### src/rtl/riscv_mem_pkg.sv
// riscv_mem_pkg
// Shared definitions for the data-memory controller:
//   - RV32I funct3 access-size codes (MEM_B, MEM_H, MEM_W, MEM_BU, MEM_HU)
//   - controller state encoding
//   - size_mask(): byte-lane mask of an access before it is shifted by the
//     byte offset
package riscv_mem_pkg;

    localparam logic [2:0] MEM_B  = 3'b000;
    localparam logic [2:0] MEM_H  = 3'b001;
    localparam logic [2:0] MEM_W  = 3'b010;
    localparam logic [2:0] MEM_BU = 3'b100;
    localparam logic [2:0] MEM_HU = 3'b101;

    typedef enum logic [1:0] {
        IDLE = 2'd0,
        LD1  = 2'd1,
        LD2  = 2'd2,
        ST2  = 2'd3
    } mem_state_e;

    // Lanes touched by an access of this size at offset 0. Unknown codes
    // behave as full-word accesses.
    function automatic logic [3:0] size_mask(input logic [2:0] unit_size);
        logic [3:0] mask;
        case (unit_size)
            MEM_B, MEM_BU: mask = 4'b0001;
            MEM_H, MEM_HU: mask = 4'b0011;
            default:       mask = 4'b1111;
        endcase
        return mask;
    endfunction

endpackage

### src/rtl/dmem_ctrl_load_formatter.sv
// load_formatter
// Purely combinational load alignment and extension.
// Ports:
//   window   in  64  {hi, lo} pair of SRAM words (hi is zero for aligned loads)
//   off      in  2   byte offset of the access within lo
//   unitSize in  3   funct3 size/sign code
//   result   out 32  load value shifted down to bit 0 and extended
module load_formatter
    import riscv_mem_pkg::*;
(
    input  logic [63:0] window,
    input  logic [1:0]  off,
    input  logic [2:0]  unitSize,
    output logic [31:0] result
);

    logic [31:0] aligned;
    // An access never extends past byte 6 of the window, so the top byte
    // is never selected.
    logic        unused_window_top;

    assign unused_window_top = ^window[63:56];

    always_comb begin
        aligned = window[31:0];
        case (off)
            2'd0:    aligned = window[31:0];
            2'd1:    aligned = window[39:8];
            2'd2:    aligned = window[47:16];
            default: aligned = window[55:24];
        endcase
    end

    always_comb begin
        result = aligned;
        case (unitSize)
            MEM_B:   result = {{24{aligned[7]}}, aligned[7:0]};
            MEM_BU:  result = {24'h0, aligned[7:0]};
            MEM_H:   result = {{16{aligned[15]}}, aligned[15:0]};
            MEM_HU:  result = {16'h0, aligned[15:0]};
            default: result = aligned;
        endcase
    end

endmodule

### src/rtl/dmem_ctrl.sv
// dmem_ctrl
// Data-memory controller between the MEM stage and a word-wide synchronous
// single-port SRAM. Byte/halfword/word loads and stores; accesses that cross
// a word boundary are split into two SRAM accesses while the core is stalled.
// Ports:
//   clk, rst                 clock, synchronous active-high reset
//   readEnable, writeEnable  load / store request (store wins if both set)
//   addr                     byte address
//   unitSize                 funct3 size code
//   writeData                store data, LSB-aligned
//   readData                 extended load result (held between loads)
//   busy                     combinational stall to the core
//   ramEn, ramWe, ramAddr,   SRAM access enable, per-lane write enables,
//   ramWData, ramRData       word address, write data, read data (1-cycle)
module dmem_ctrl
    import riscv_mem_pkg::*;
#(
    parameter int ADDR_W = 10
) (
    input  logic              clk,
    input  logic              rst,
    input  logic              readEnable,
    input  logic              writeEnable,
    input  logic [31:0]       addr,
    input  logic [2:0]        unitSize,
    input  logic [31:0]       writeData,
    output logic [31:0]       readData,
    output logic              busy,
    output logic              ramEn,
    output logic [3:0]        ramWe,
    output logic [ADDR_W-1:0] ramAddr,
    output logic [31:0]       ramWData,
    input  logic [31:0]       ramRData
);

    mem_state_e state_q, state_d;
    logic [31:0] lo_q, lo_d;
    logic [31:0] read_data_q, read_data_d;

    logic [ADDR_W-1:0] w0, w1;
    logic [1:0]        off;
    logic [7:0]        lane_wide;
    logic [63:0]       wdata_wide;
    logic              misaligned;
    logic              unused_addr_hi;

    logic              busy_c;
    logic              ram_en_c;
    logic [3:0]        ram_we_c;
    logic [ADDR_W-1:0] ram_addr_c;
    logic [31:0]       ram_wdata_c;
    logic              complete_c;

    logic [63:0]       window;
    logic [31:0]       fmt_result;

    assign w0             = addr[ADDR_W+1:2];
    assign w1             = w0 + {{(ADDR_W-1){1'b0}}, 1'b1};
    assign off            = addr[1:0];
    assign unused_addr_hi = ^addr[31:ADDR_W+2];

    // Lane mask and write data are built over two words: the low half goes
    // to w0, anything shifted past lane 3 belongs to w1. A non-empty high
    // half is exactly the misaligned case for both loads and stores.
    assign lane_wide  = {4'b0000, size_mask(unitSize)} << off;
    assign wdata_wide = {32'h0, writeData} << {off, 3'b000};
    assign misaligned = |lane_wide[7:4];

    always_ff @(posedge clk) begin
        if (rst) begin
            state_q     <= IDLE;
            lo_q        <= '0;
            read_data_q <= '0;
        end else begin
            state_q     <= state_d;
            lo_q        <= lo_d;
            read_data_q <= read_data_d;
        end
    end

    // Next state and SRAM drive. Request inputs are held stable by the core
    // while busy, so the second half of a split access re-derives its
    // address and lanes from addr rather than from saved copies.
    always_comb begin
        state_d     = state_q;
        lo_d        = lo_q;
        busy_c      = 1'b0;
        ram_en_c    = 1'b0;
        ram_we_c    = 4'b0000;
        ram_addr_c  = '0;
        ram_wdata_c = '0;
        complete_c  = 1'b0;
        case (state_q)
            IDLE: begin
                if (writeEnable) begin
                    ram_en_c    = 1'b1;
                    ram_we_c    = lane_wide[3:0];
                    ram_addr_c  = w0;
                    ram_wdata_c = wdata_wide[31:0];
                    if (misaligned) begin
                        busy_c  = 1'b1;
                        state_d = ST2;
                    end
                end else if (readEnable) begin
                    ram_en_c   = 1'b1;
                    ram_addr_c = w0;
                    busy_c     = 1'b1;
                    state_d    = LD1;
                end
            end
            ST2: begin
                ram_en_c    = 1'b1;
                ram_we_c    = lane_wide[7:4];
                ram_addr_c  = w1;
                ram_wdata_c = wdata_wide[63:32];
                state_d     = IDLE;
            end
            LD1: begin
                if (misaligned) begin
                    lo_d       = ramRData;
                    ram_en_c   = 1'b1;
                    ram_addr_c = w1;
                    busy_c     = 1'b1;
                    state_d    = LD2;
                end else begin
                    complete_c = 1'b1;
                    state_d    = IDLE;
                end
            end
            LD2: begin
                complete_c = 1'b1;
                state_d    = IDLE;
            end
            default: state_d = IDLE;
        endcase
    end

    // Kept separate from the FSM block so the formatter path does not form
    // a false combinational loop through that block.
    always_comb begin
        window = {32'h0, ramRData};
        if (state_q == LD2) begin
            window = {ramRData, lo_q};
        end
    end

    load_formatter u_load_formatter (
        .window   (window),
        .off      (off),
        .unitSize (unitSize),
        .result   (fmt_result)
    );

    assign read_data_d = complete_c ? fmt_result : read_data_q;

    // While reset is asserted nothing reaches the SRAM or the core, so an
    // access aborted in ST2 never issues its second write.
    assign busy     = busy_c & ~rst;
    assign ramEn    = ram_en_c & ~rst;
    assign ramWe    = rst ? 4'b0000 : ram_we_c;
    assign ramAddr  = rst ? '0 : ram_addr_c;
    assign ramWData = rst ? 32'h0 : ram_wdata_c;
    assign readData = (complete_c & ~rst) ? fmt_result : read_data_q;

endmodule

### config.mk
export PLATFORM = sky130hd
export DESIGN_NAME = dmem_ctrl
export DESIGN_NICKNAME = d
export VERILOG_FILES = /design/src/rtl/riscv_mem_pkg.sv /design/src/rtl/dmem_ctrl_load_formatter.sv /design/src/rtl/dmem_ctrl.sv
export SDC_FILE = /design/constraint.sdc
export NUM_CORES = 1
export LEC_CHECK = 0
export BUFFER_PORTS_ARGS = -buffer_cell sky130_fd_sc_hd__buf_2
export CORE_MARGIN = 4
export CORE_UTILIZATION = 30
export DETAILED_ROUTE_END_ITERATION = 10
export GPL_ROUTABILITY_DRIVEN = 0
export MAX_ROUTING_LAYER = met4
export PLACE_DENSITY = 0.63
export SYNTH_ARGS = -nofsm -noshare
export SYNTH_HDL_FRONTEND = slang
export SYNTH_SLANG_ARGS = --single-unit
### constraint.sdc
create_clock -name clk -period 6.1 [get_ports clk]
set_input_delay 1.22 -clock clk [delete_from_list [all_inputs] [get_ports clk]]
set_output_delay 1.22 -clock clk [all_outputs]
set_load 0.02 [all_outputs]
Word level (Yosys, flattened, before mapping)

Index checks and enable logic that the tools add are counted.

$add $sub $neg: 1
Equality and inequality tests: 10
Shift-type cells: 2
Mux-type cells: 29
Bitwise operators: 4
Reductions and logical operators: 9

Operator list:

| operator                | count |
|---|---|
| $pmux W32 S4            | 1 |
| $mux W32                | 3 |
| $pmux W32 S3            | 1 |
| $pmux W32 S2            | 1 |
| $shl A32 B5 Y64         | 1 |
| $mux W56                | 1 |
| $mux W10                | 4 |
| $pmux W10 S3            | 1 |
| $pmux W4 S2             | 2 |
| $add A10 B1 Y10 const B | 1 |
| $mux W2                 | 4 |
| $mux W4                 | 2 |
| $shl A4 B2 Y8           | 1 |
| $eq A2 B2 Y1 const B    | 3 |
| $eq A3 B3 Y1 const B    | 2 |
| $ne A3 B3 Y1 const B    | 2 |
| $pmux W2 S3             | 1 |
| $reduce_or A2 Y1        | 3 |
| $mux W1                 | 5 |
| $eq A2 B1 Y1 const B    | 2 |
| $logic_not A2 Y1        | 2 |
| $pmux W1 S2             | 2 |
| $reduce_and A2 Y1       | 2 |
| $reduce_or A4 Y1        | 1 |
| 5 further kinds         | 7 |

Bits in registers: 66
Logic and storage cells: 58

Logic depth before layout (Yosys ltp)

Gate-level depths: netlist (run 1).

Depth after elaboration: 9
Gate-level depth with buffers: 10

By module

A second synthesis (run 1) with hierarchy kept.

Cell total of the unflattened synthesis: 672
Area total of the unflattened synthesis: 5768.0 um^2

By module, submodules not included:

| module         | instances | cells an instance | area an instance (um^2) |
|---|---|---|---|
| dmem_ctrl      | 1         | 571               | 4655.7 |
| load_formatter | 1         | 101               | 1112.3 |

Least setup slack after synthesis (run 1)

Ideal clock, no wire load.

Path kind: input to output
Start: in addr[1]
End: out readData[11]
Arrival time: 3.028 ns
Setup slack: 1.852 ns
Stages on the path: 8
Buffers on the path: 4
Path through: buf_2 > o21ai_2 > a31oi_1 > or3b_1 > clkbuf_1 > buf_2 > buf_2 > o21ai_0

Longest elaborated chain between the ends: 6

Ends and longest elaborated chain:

| item               | line             | source |
|---|---|---|
| start: declaration | dmem_ctrl.sv:24  | `input logic [31:0] addr,` |
| $shl A4 B2 Y8      | dmem_ctrl.sv:65  | `assign lane_wide = {4'b0000, size_mask(unitSize)} << off;` |
| $reduce_or A4 Y1   | dmem_ctrl.sv:67  | `assign misaligned = \|lane_wide[7:4];` |
| $mux W1            | dmem_ctrl.sv:119 | `if (misaligned) begin` |
| $pmux W1 S2        | dmem_ctrl.sv:93  | `case (state_q)` |
| $and A1 B1 Y1      | dmem_ctrl.sv:163 | `assign readData = (complete_c & ~rst) ? fmt_result : read_data_q;` |
| $mux W32 (*)       | dmem_ctrl.sv:163 |  |
| end: declaration   | dmem_ctrl.sv:27  | `output logic [31:0] readData,` |

Mark *: on every way between the ends. The rest lies on a longest branch, timed or not.

Worst setup path after layout (run 1)

Start: in addr[1]
End: out readData[31]

Same word-level chain as after synthesis.

==> results.md, run 1 <==
* Die boundary height at approximately 140 microns
* Post-layout minimum cycle time at 4.85 ns
* Switching Power at 601 uW
* Number of hold violations in the final report at 0
* Sequential Power Share at 0.301
* Start-to-end type of the worst setup path: input pin to output pin
* Met3 demand-to-capacity share in global routing at 0.0342
* Async set-reset flop share out of synthesis at 0
* Buffer cell driving the clock tree root: sky130_fd_sc_hd__clkbuf_16
* Ys Warns at 0
* Via count of the routed design at roughly 5900
* Number of cell instances on the worst register-to-register path at 8
* Arr. time, crit path at 3.63 ns
* Chip Width at 143 microns
* Comb power frac at 0.396
* Quantity of I/O buffers inserted on ports at roughly 160
* Initial standard-cell utilization of the core at 0.310
* Largest net degree at the start of global routing at 51
* Largest stage delay on the critical path at 0.52 ns
* Dominant synthesized flop cell: sky130_fd_sc_hd__dfxtp_1
* Cell Count Post-Placement at 1052
* Reg2Reg Capture Point: read_data_q[13]
* Level count of the clock H-tree at 3
* Antenna violations before repair at 3
* Critical Path, Cell by Cell: buf_2 > buf_4 > nand2b_1 > o22a_1 > nand4_1 > and2_1 > a31oi_1 > buf_2
* Post-layout nets at 947
* Remaining antenna violation count at 0
* Total number of placement rows at 48
* Internal reg-to-reg setup slack at 3.18 ns
* Die Area at 0.0203 sq mm
* Setup repair after global routing missed its margin: no
* Post-Syn Instances at between 700 and 800
* Clock tree from TritonCTS: yes
* Worst reg2reg startpoint: state_q[0]
* Number of nets produced by synthesis at 835
* CP dominant cell by count: sky130_fd_sc_hd__buf_2
* Endpoint type of the worst setup path: output pin
* Total iterations of the first detailed-routing run at 6
* Core box area at 0.0175 sq mm
* Net switching fraction of the power at 0.381
* Power density over the cells at 241 mW/mm^2
* Fraction of layout instances using a drive strength above 1 at 0.270
* Startpoint of the worst hold path: read_data_q[7]
* Layout overhead on the synthesized area at 20.7%
* Mean routed wirelength per cell at 18.0 microns
* Max Root-Sink Buffers at 2
* Critical path fanouts, max at 37
* Core occupancy in the finished layout at 0.375
* Clk_lat worst skew at between 0.3 and 0.4 ns
* Final instance count without filler cells at around 1100
* Total of hold buffers inserted after clock tree synthesis at 0
* Required time worst endpoint at 4.88 ns
* Number of flops mapped to enable cells by yosys at 0
* Detailed placer's ending HPWL at 14000 microns
* I/O pin count at 183
* Count of pins over their slew limit at 0
* Total Routing Usage GR at 0.187
* CTS sink cnt at 66
* Clock network fraction of design power at 0.303
* Wire length reported by the detailed router at 19300 microns
* Busiest layer in global routing: met2
* Worst path slowest cell: sky130_fd_sc_hd__buf_2
* Worst hold stages at 1
* IR drop worst, VDD at between 0.1 and 0.15 mV
* Worst rel slew slack at 0.241
* Number of buffers created by CTS at 9
* Clock edge transition at the registers on the reported setup and hold paths at 0.05 ns
* Met2 track utilization from global routing at 0.282
* Sum Neg Setup Slack at 0 ns
* Number of unique standard cell types used by synthesis at 51
* Global-route track usage on met1 at 0.257
* Fmax at 0.206 GHz
* Mean Syn Cell Area at 7.49 sq um
* Total of cells resized after clock tree synthesis at 0
* Leakage power at 3.00 nW
* Final period util at 0.795
* Worst Skew at 0.00560 ns
* First-pass GRT wire length at 30100 microns
* Sequential cell area fraction in the yosys report at 0.243
* Startpoint types: input pin
* Total internal power at 978 uW
* Max cap viols at 0
* Drt via density at 5.52
* Result of the run: finished, final reports clean
* Synthesized cell area at 0.00544 sq mm
* Worst min-delay path class: register to register
* Terminating pin of the worst hold path: read_data_q[7]
* Detailed-route DRC error count at 0
* Worst-margin pin slew at about 1.1 ns
* Via count of the first global-routing pass at 5480
* Setup-violating endpoint count in the final report at 0
* Overflow after GRT at 0
* Violation count after the first detailed-routing iteration at 559
* Flip-flop and latch count after synthesis at 66
* Setup Buffers After CTS at 0
## synthesized netlist by cell type (2+ instances only)
cell,count,area share
sky130_fd_sc_hd__buf_4,3,0.0041
sky130_fd_sc_hd__mux2_2,15,0.031
sky130_fd_sc_hd__mux2i_1,53,0.098
sky130_fd_sc_hd__a41oi_1,5,0.0081
sky130_fd_sc_hd__nand2_1,91,0.063
sky130_fd_sc_hd__o21bai_1,2,0.0028
sky130_fd_sc_hd__a222oi_1,8,0.015
sky130_fd_sc_hd__nand2b_1,2,0.0023
sky130_fd_sc_hd__dfxtp_1,66,0.24
sky130_fd_sc_hd__and2_1,5,0.0058
sky130_fd_sc_hd__a211o_1,9,0.014
sky130_fd_sc_hd__o2111ai_1,2,0.0032
sky130_fd_sc_hd__a311oi_1,8,0.013
sky130_fd_sc_hd__mux4_2,8,0.033
sky130_fd_sc_hd__nor2_1,96,0.066
sky130_fd_sc_hd__a211oi_1,11,0.015
sky130_fd_sc_hd__a22oi_1,17,0.023
sky130_fd_sc_hd__or2_2,6,0.0069
sky130_fd_sc_hd__nor3_1,11,0.010
sky130_fd_sc_hd__nor3b_1,2,0.0028
sky130_fd_sc_hd__inv_1,10,0.0069
sky130_fd_sc_hd__o21ai_0,25,0.023
sky130_fd_sc_hd__a221o_1,7,0.013
sky130_fd_sc_hd__buf_2,24,0.022
sky130_fd_sc_hd__a21oi_1,63,0.058
sky130_fd_sc_hd__o2bb2ai_1,2,0.0032
sky130_fd_sc_hd__a31oi_1,12,0.014
sky130_fd_sc_hd__mux2_4,3,0.0083
sky130_fd_sc_hd__a21o_1,28,0.039
sky130_fd_sc_hd__a22o_1,8,0.013
sky130_fd_sc_hd__o311ai_0,2,0.0032
sky130_fd_sc_hd__ha_1,6,0.014
sky130_fd_sc_hd__buf_1,5,0.0035
sky130_fd_sc_hd__nand3_1,27,0.025
sky130_fd_sc_hd__o211ai_1,13,0.018
sky130_fd_sc_hd__buf_6,4,0.0083
sky130_fd_sc_hd__nor2b_1,2,0.0023
sky130_fd_sc_hd__clkbuf_1,37,0.026
sky130_fd_sc_hd__and3_1,7,0.0081
sky130_fd_sc_hd__o22ai_1,10,0.012
## flip-flops by register name, indices dropped and copies added (netlist names)
signal	cells
lo_q	32
read_data_q	32
state_q	2
## metrics by stage
| stage | hold WS [ns] | total power [mW] | instance area, sq um | setup slack [ns] |
|---|---|---|---|---|
| 2_1_floorplan | 0.427 | 0.922 | 5440 | 1.85 |
| 5_1_grt | 0.461 | 1.67 | 6570 | 1.02 |
| 6_report | 0.450 | 1.58 | 6570 | 1.25 |
| 3_5_place_dp | 0.439 | 1.11 | 6290 | 1.28 |
| 3_3_place_gp | 0.434 | 1.10 | 6290 | 1.30 |
| 4_1_cts | 0.452 | 1.59 | 6560 | 1.27 |
## power by group through the flow
stage                     Combinational [mW]  Sequential [mW]  Clock, mW
after global placement                 0.618            0.483          0
after floorplan                        0.441            0.481          0
after global routing                   0.684            0.479      0.504
after CTS                              0.624            0.475      0.487
after detailed placement               0.621            0.484          0
final                                  0.625            0.476      0.479
## critical path: cells and delay by family
family / cells / cell delay (ns)
AOI/OAI and AO/OA: 2 / 0.53
buffers and inverters: 3 / 1.06
and+or+nand+nor: 3 / 0.79
## kinds of logic (layout without fill, tap and decap cells)
logic type,after synthesis,count (layout),share of synthesized area
fa+ha+maj,6,6,0.0138
flops,66,66,0.243
mux,80,80,0.172
simple gates,252,252,0.199
other cells,0,3,0
compound gates,239,239,0.302
buf+inv,83,199,0.0704
## layer usage
metal,vias up,share of wire
met4,0,0.022
met2,172,0.46
met1,2810,0.46
met5,-,0
li1,2889,-
met3,32,0.053
## how the worst max path moves through the flow
stage | start | to | slack (ns) | cells after the start
2_1_floorplan | addr[1] | readData[11] | 1.85 | 8
3_3_place_gp | addr[1] | readData[31] | 1.30 | 8
3_5_place_dp | addr[1] | readData[31] | 1.28 | 8
4_1_cts | addr[1] | readData[31] | 1.27 | 8
5_1_grt | addr[1] | readData[30] | 1.02 | 8
6_report | addr[1] | readData[31] | 1.25 | 8
## cells in the final DEF, fill, tap and decap left out, types with 3 or more instances in the layout
master                        n
sky130_fd_sc_hd__mux2i_1     53
sky130_fd_sc_hd__nand2_1     91
sky130_fd_sc_hd__diode_2      3
sky130_fd_sc_hd__nand3_1     27
sky130_fd_sc_hd__a22oi_1     17
sky130_fd_sc_hd__a211o_1      9
sky130_fd_sc_hd__a222oi_1     8
sky130_fd_sc_hd__and2_1       5
sky130_fd_sc_hd__clkinv_2     3
sky130_fd_sc_hd__mux4_2       8
sky130_fd_sc_hd__buf_4       13
sky130_fd_sc_hd__a311oi_1     8
sky130_fd_sc_hd__and3_1       7
sky130_fd_sc_hd__mux2_4       3
sky130_fd_sc_hd__o21ai_0     25
sky130_fd_sc_hd__or2_2        6
sky130_fd_sc_hd__a22o_1       8
sky130_fd_sc_hd__a21o_1      28
sky130_fd_sc_hd__dfxtp_1     66
sky130_fd_sc_hd__clkbuf_16    9
sky130_fd_sc_hd__a41oi_1      5
sky130_fd_sc_hd__a21oi_1     63
sky130_fd_sc_hd__nor2_1      95
sky130_fd_sc_hd__buf_2      161
sky130_fd_sc_hd__a211oi_1    11
sky130_fd_sc_hd__inv_1       10
sky130_fd_sc_hd__mux2_2      15
sky130_fd_sc_hd__o211ai_1    13
sky130_fd_sc_hd__a221o_1      7
sky130_fd_sc_hd__o22ai_1     10
sky130_fd_sc_hd__nor3_1      11
sky130_fd_sc_hd__a31oi_1     12
sky130_fd_sc_hd__ha_1         5
## area by class of cell
class,instances,area [sq um]
Timing Repair Buffer,174,903
Multi-Input combinational cell,577,3740
Clock inverter,3,15.0
Inverter,10,37.5
Antenna cell,3,7.51
Sequential cell,66,1320
Fill cell,1887,11000
Clock buffer,12,256
Tap cell,225,282
No activity file was read; power rests on OpenSTA's default activity.
==> run 2: changes to the inputs <==
--- a/config.mk
+++ b/config.mk
@@ -11,7 +11,7 @@
 export DETAILED_ROUTE_END_ITERATION = 10
 export GPL_ROUTABILITY_DRIVEN = 0
 export MAX_ROUTING_LAYER = met4
-export PLACE_DENSITY = 0.63
+export PLACE_DENSITY = 0.65
 export SYNTH_ARGS = -nofsm -noshare
 export SYNTH_HDL_FRONTEND = slang
 export SYNTH_SLANG_ARGS = --single-unit
==> constraint.sdc (replaced) <==
create_clock -name clk -period 4.3 [get_ports clk]
set_input_delay 0.86 -clock clk [delete_from_list [all_inputs] [get_ports clk]]
set_output_delay 0.86 -clock clk [all_outputs]
set_load 0.02 [all_outputs]
==> run 2 against run 1 <==
Against the previous run:
- first-iteration DRC count rose by 26%
- power rose by 43%
- cell count rose by 0.37%
- final area rose by 0.74%
- critical path depth did not move
- worst hold slack improved by 0.00074 ns
- sequential power rose by 42%
- die area did not move
- global-route usage fell by 0.58 points
- core utilization rose by 0.28 points
==> results.md, run 2 (same netlist as run 1, synthesis figures left out) <==
* Die boundary height at 143 microns (unchanged)
* Sum Neg Setup Slack at 0 ns (unchanged)
* Initial standard-cell utilization of the core at 0.310 (unchanged)
* Routed length on met3 at 1280 microns (was 1030 microns)
* Fraction of layout instances using a drive strength above 1 at 0.273 (was 0.270)
* Fmax at 0.249 GHz
* Die Area at 0.0203 sq mm (unchanged)
* Power density over the cells at 341 mW/mm^2 (was 241 mW/mm^2)
* Required time worst endpoint at 3.44 ns (was 4.88 ns)
* Max Root-Sink Buffers at 2 (unchanged)
* Via count of the first global-routing pass at 5290 (was 5480)
* Most common cell after layout, fill and taps aside: sky130_fd_sc_hd__buf_2 (unchanged)
* Level count of the clock H-tree at 3 (unchanged)
* Leakage power at 3.02 nW (was 3.00 nW)
* Chip Width at 143 microns (unchanged)
* CTS sink cnt at 66 (unchanged)
* Footprint of the multi-input gates at 0.00374 sq mm (unchanged)
* Worst rel slew slack at 0.233 (was 0.241)
* Remaining antenna violation count at 0 (unchanged)
* Detailed-routed wire length on met2 at 8520 microns (was 8920 microns)
* Via count of the routed design at 5998 (was 5903)
* Total of hold buffers inserted after clock tree synthesis at 0 (unchanged)
* Core box area at 0.0175 sq mm (unchanged)
* Layout overhead on the synthesized area at 21.6% (was 20.7%)
* Total of cells resized after clock tree synthesis at 0 (unchanged)
* Overflow after GRT at 0 (unchanged)
* Detailed placer's ending HPWL at 13900 microns (was 14000 microns)
* Endpoint type of the worst setup path: output pin (unchanged)
* Number of buffers created by CTS at 9 (unchanged)
* Detailed-routing wirelength on met1 at 8760 microns (was 8890 microns)
* Worst min-delay path class: register to register (unchanged)
* Largest net degree at the start of global routing at 51 (unchanged)
* Mean routed wirelength per cell at 17.7 microns (was 18.0 microns)
* Drt via density at 5.58 (was 5.52)
* Clk_lat worst skew at 0.34 ns (was 0.33 ns)
* Setup repair after global routing missed its margin: no (unchanged)
* Total iterations of the first detailed-routing run at 8 (was 6)
* Quantity of I/O buffers inserted on ports at 162 (unchanged)
* Setup-violating endpoint count in the final report at 0 (unchanged)
* Seq. cell area at 0.00132 sq mm (unchanged)
* Detailed-route DRC error count at 0 (unchanged)
* Cell Count Post-Placement at 1057 (was 1052)
* Worst path slowest cell: sky130_fd_sc_hd__and2_1 (was sky130_fd_sc_hd__buf_2)
* Post-layout minimum cycle time at 4.01 ns
* Worst Skew at 0.00812 ns (was 0.00560 ns)
* Leading registers by flop count: lo_q (32), read_data_q (32), state_q (2) (unchanged)
* Final period util at 0.932
* Clock edge transition at the registers on the reported setup and hold paths at 0.05 ns (about the same)
* Critical Path, Cell by Cell: inv_1 > ha_1 > mux2_4 > mux4_2 > nand3b_4 > and2_1 > a31oi_1 > buf_2 (was buf_2 > buf_4 > nand2b_1 > o22a_1 > nand4_1 > and2_1 > a31oi_1 > buf_2)
* Critical path fanouts, max at 16 (was 37)
* Filler instances at 1855 (was 1887)
* Violation count after the first detailed-routing iteration at 703 (was 559)
* First-pass GRT wire length at 29200 microns (was 30100 microns)
* Largest stage delay on the critical path at 0.56 ns (was 0.52 ns)
* Total Routing Usage GR at 0.181 (was 0.187)
* Antenna violations before repair at 1 (was 3)
* Start-to-end type of the worst setup path: register to output pin (was input pin to output pin)
* Number of hold violations in the final report at 0 (unchanged)
* Result of the run: finished, final reports clean (unchanged)
* Post-layout nets at 952 (was 947)
* Overall power after layout at 2.25 mW (was 1.58 mW)
* Clock tree from TritonCTS: yes (unchanged)
* Highest routed layer: met4 (unchanged)
* Final instance count without filler cells at 1074 (was 1070)
* Setup Buffers After CTS at 0 (unchanged)
* Buffer cell driving the clock tree root: sky130_fd_sc_hd__clkbuf_16 (unchanged)
* I/O pin count at 183 (unchanged)
* Count of pins over their slew limit at 0 (unchanged)
* Total number of placement rows at 48 (unchanged)
* Wire length reported by the detailed router at 19000 microns (was 19300 microns)
* Max cap viols at 0 (unchanged)
* Commonest non-fill, non-tap cells in the layout: 161 x sky130_fd_sc_hd__buf_2, 95 x sky130_fd_sc_hd__nor2_1, 91 x sky130_fd_sc_hd__nand2_1 (unchanged)
* Startpoint types: register (was input pin)
* Worst-margin pin slew at 1.15 ns (was 1.14 ns)
* IR drop worst, VDD at 0.170 mV (was 0.126 mV)
* Arr. time, crit path at 3.15 ns (was 3.63 ns)
## run 2: area by class of cell
type / instances / share of cell area
antenna: 2 / 0.000756
clock buffer: 13 / 0.0393
clock inverter: 2 / 0.00189
multi-input combinational: 577 / 0.566
timing repair buffer: 179 / 0.144
sequential: 66 / 0.200
tap: 225 / 0.0425
inverter: 10 / 0.00567
## run 2: power by group
group	internal, mW	total (mW)	switching (mW)
combinational	0.328	0.894	0.566
sequential	0.653	0.676	0.0230
clock	0.418	0.685	0.267
total	1.40	2.25	0.856
## run 2: stage by stage
| stage | setup slack, ns | utilization | instance area (sq um) | hold slack, ns |
|---|---|---|---|---|
| 2_1_floorplan | 0.772 | - | 5440 | 0.427 |
| 3_3_place_gp | 0.485 | 0.361 | 6340 | 0.433 |
| 3_5_place_dp | 0.477 | 0.361 | 6340 | 0.440 |
| 4_1_cts | 0.290 | 0.377 | 6610 | 0.453 |
| 5_1_grt | 0.153 | 0.377 | 6610 | 0.471 |
| 6_report | 0.290 | 0.377 | 6620 | 0.451 |
## run 2: metal layers
metal | vias to the layer above | track usage
li1 | 2908 | -
met1 | 2839 | 0.260
met2 | 212 | 0.266
met3 | 39 | 0.0325
met4 | 0 | 0.0415
met5 | - | -
## run 2: path summary, 6_finish.rpt
check / cells past startpoint / endpoint / slack, ns / startpoint
worst min-delay path: 1 / read_data_q[7] / 0.45 / read_data_q[7]
worst max register to register: 8 / read_data_q[8] / 1.73 / state_q[0]
worst max-delay path: 8 / readData[16] / 0.29 / state_q[0]
worst min register to register: 1 / read_data_q[7] / 0.45 / read_data_q[7]
## run 2: worst max-delay path, delay by kind of cell (launching register included)
family                   cells  cell delay, ns
buffers and inverters        2            0.32
multiplexers                 2            0.85
AO/OA/AOI/OAI                1            0.23
flip-flops                   1            0.40
AND/OR/NAND/NOR              2            0.73
adder cells (fa/ha/maj)      1            0.28
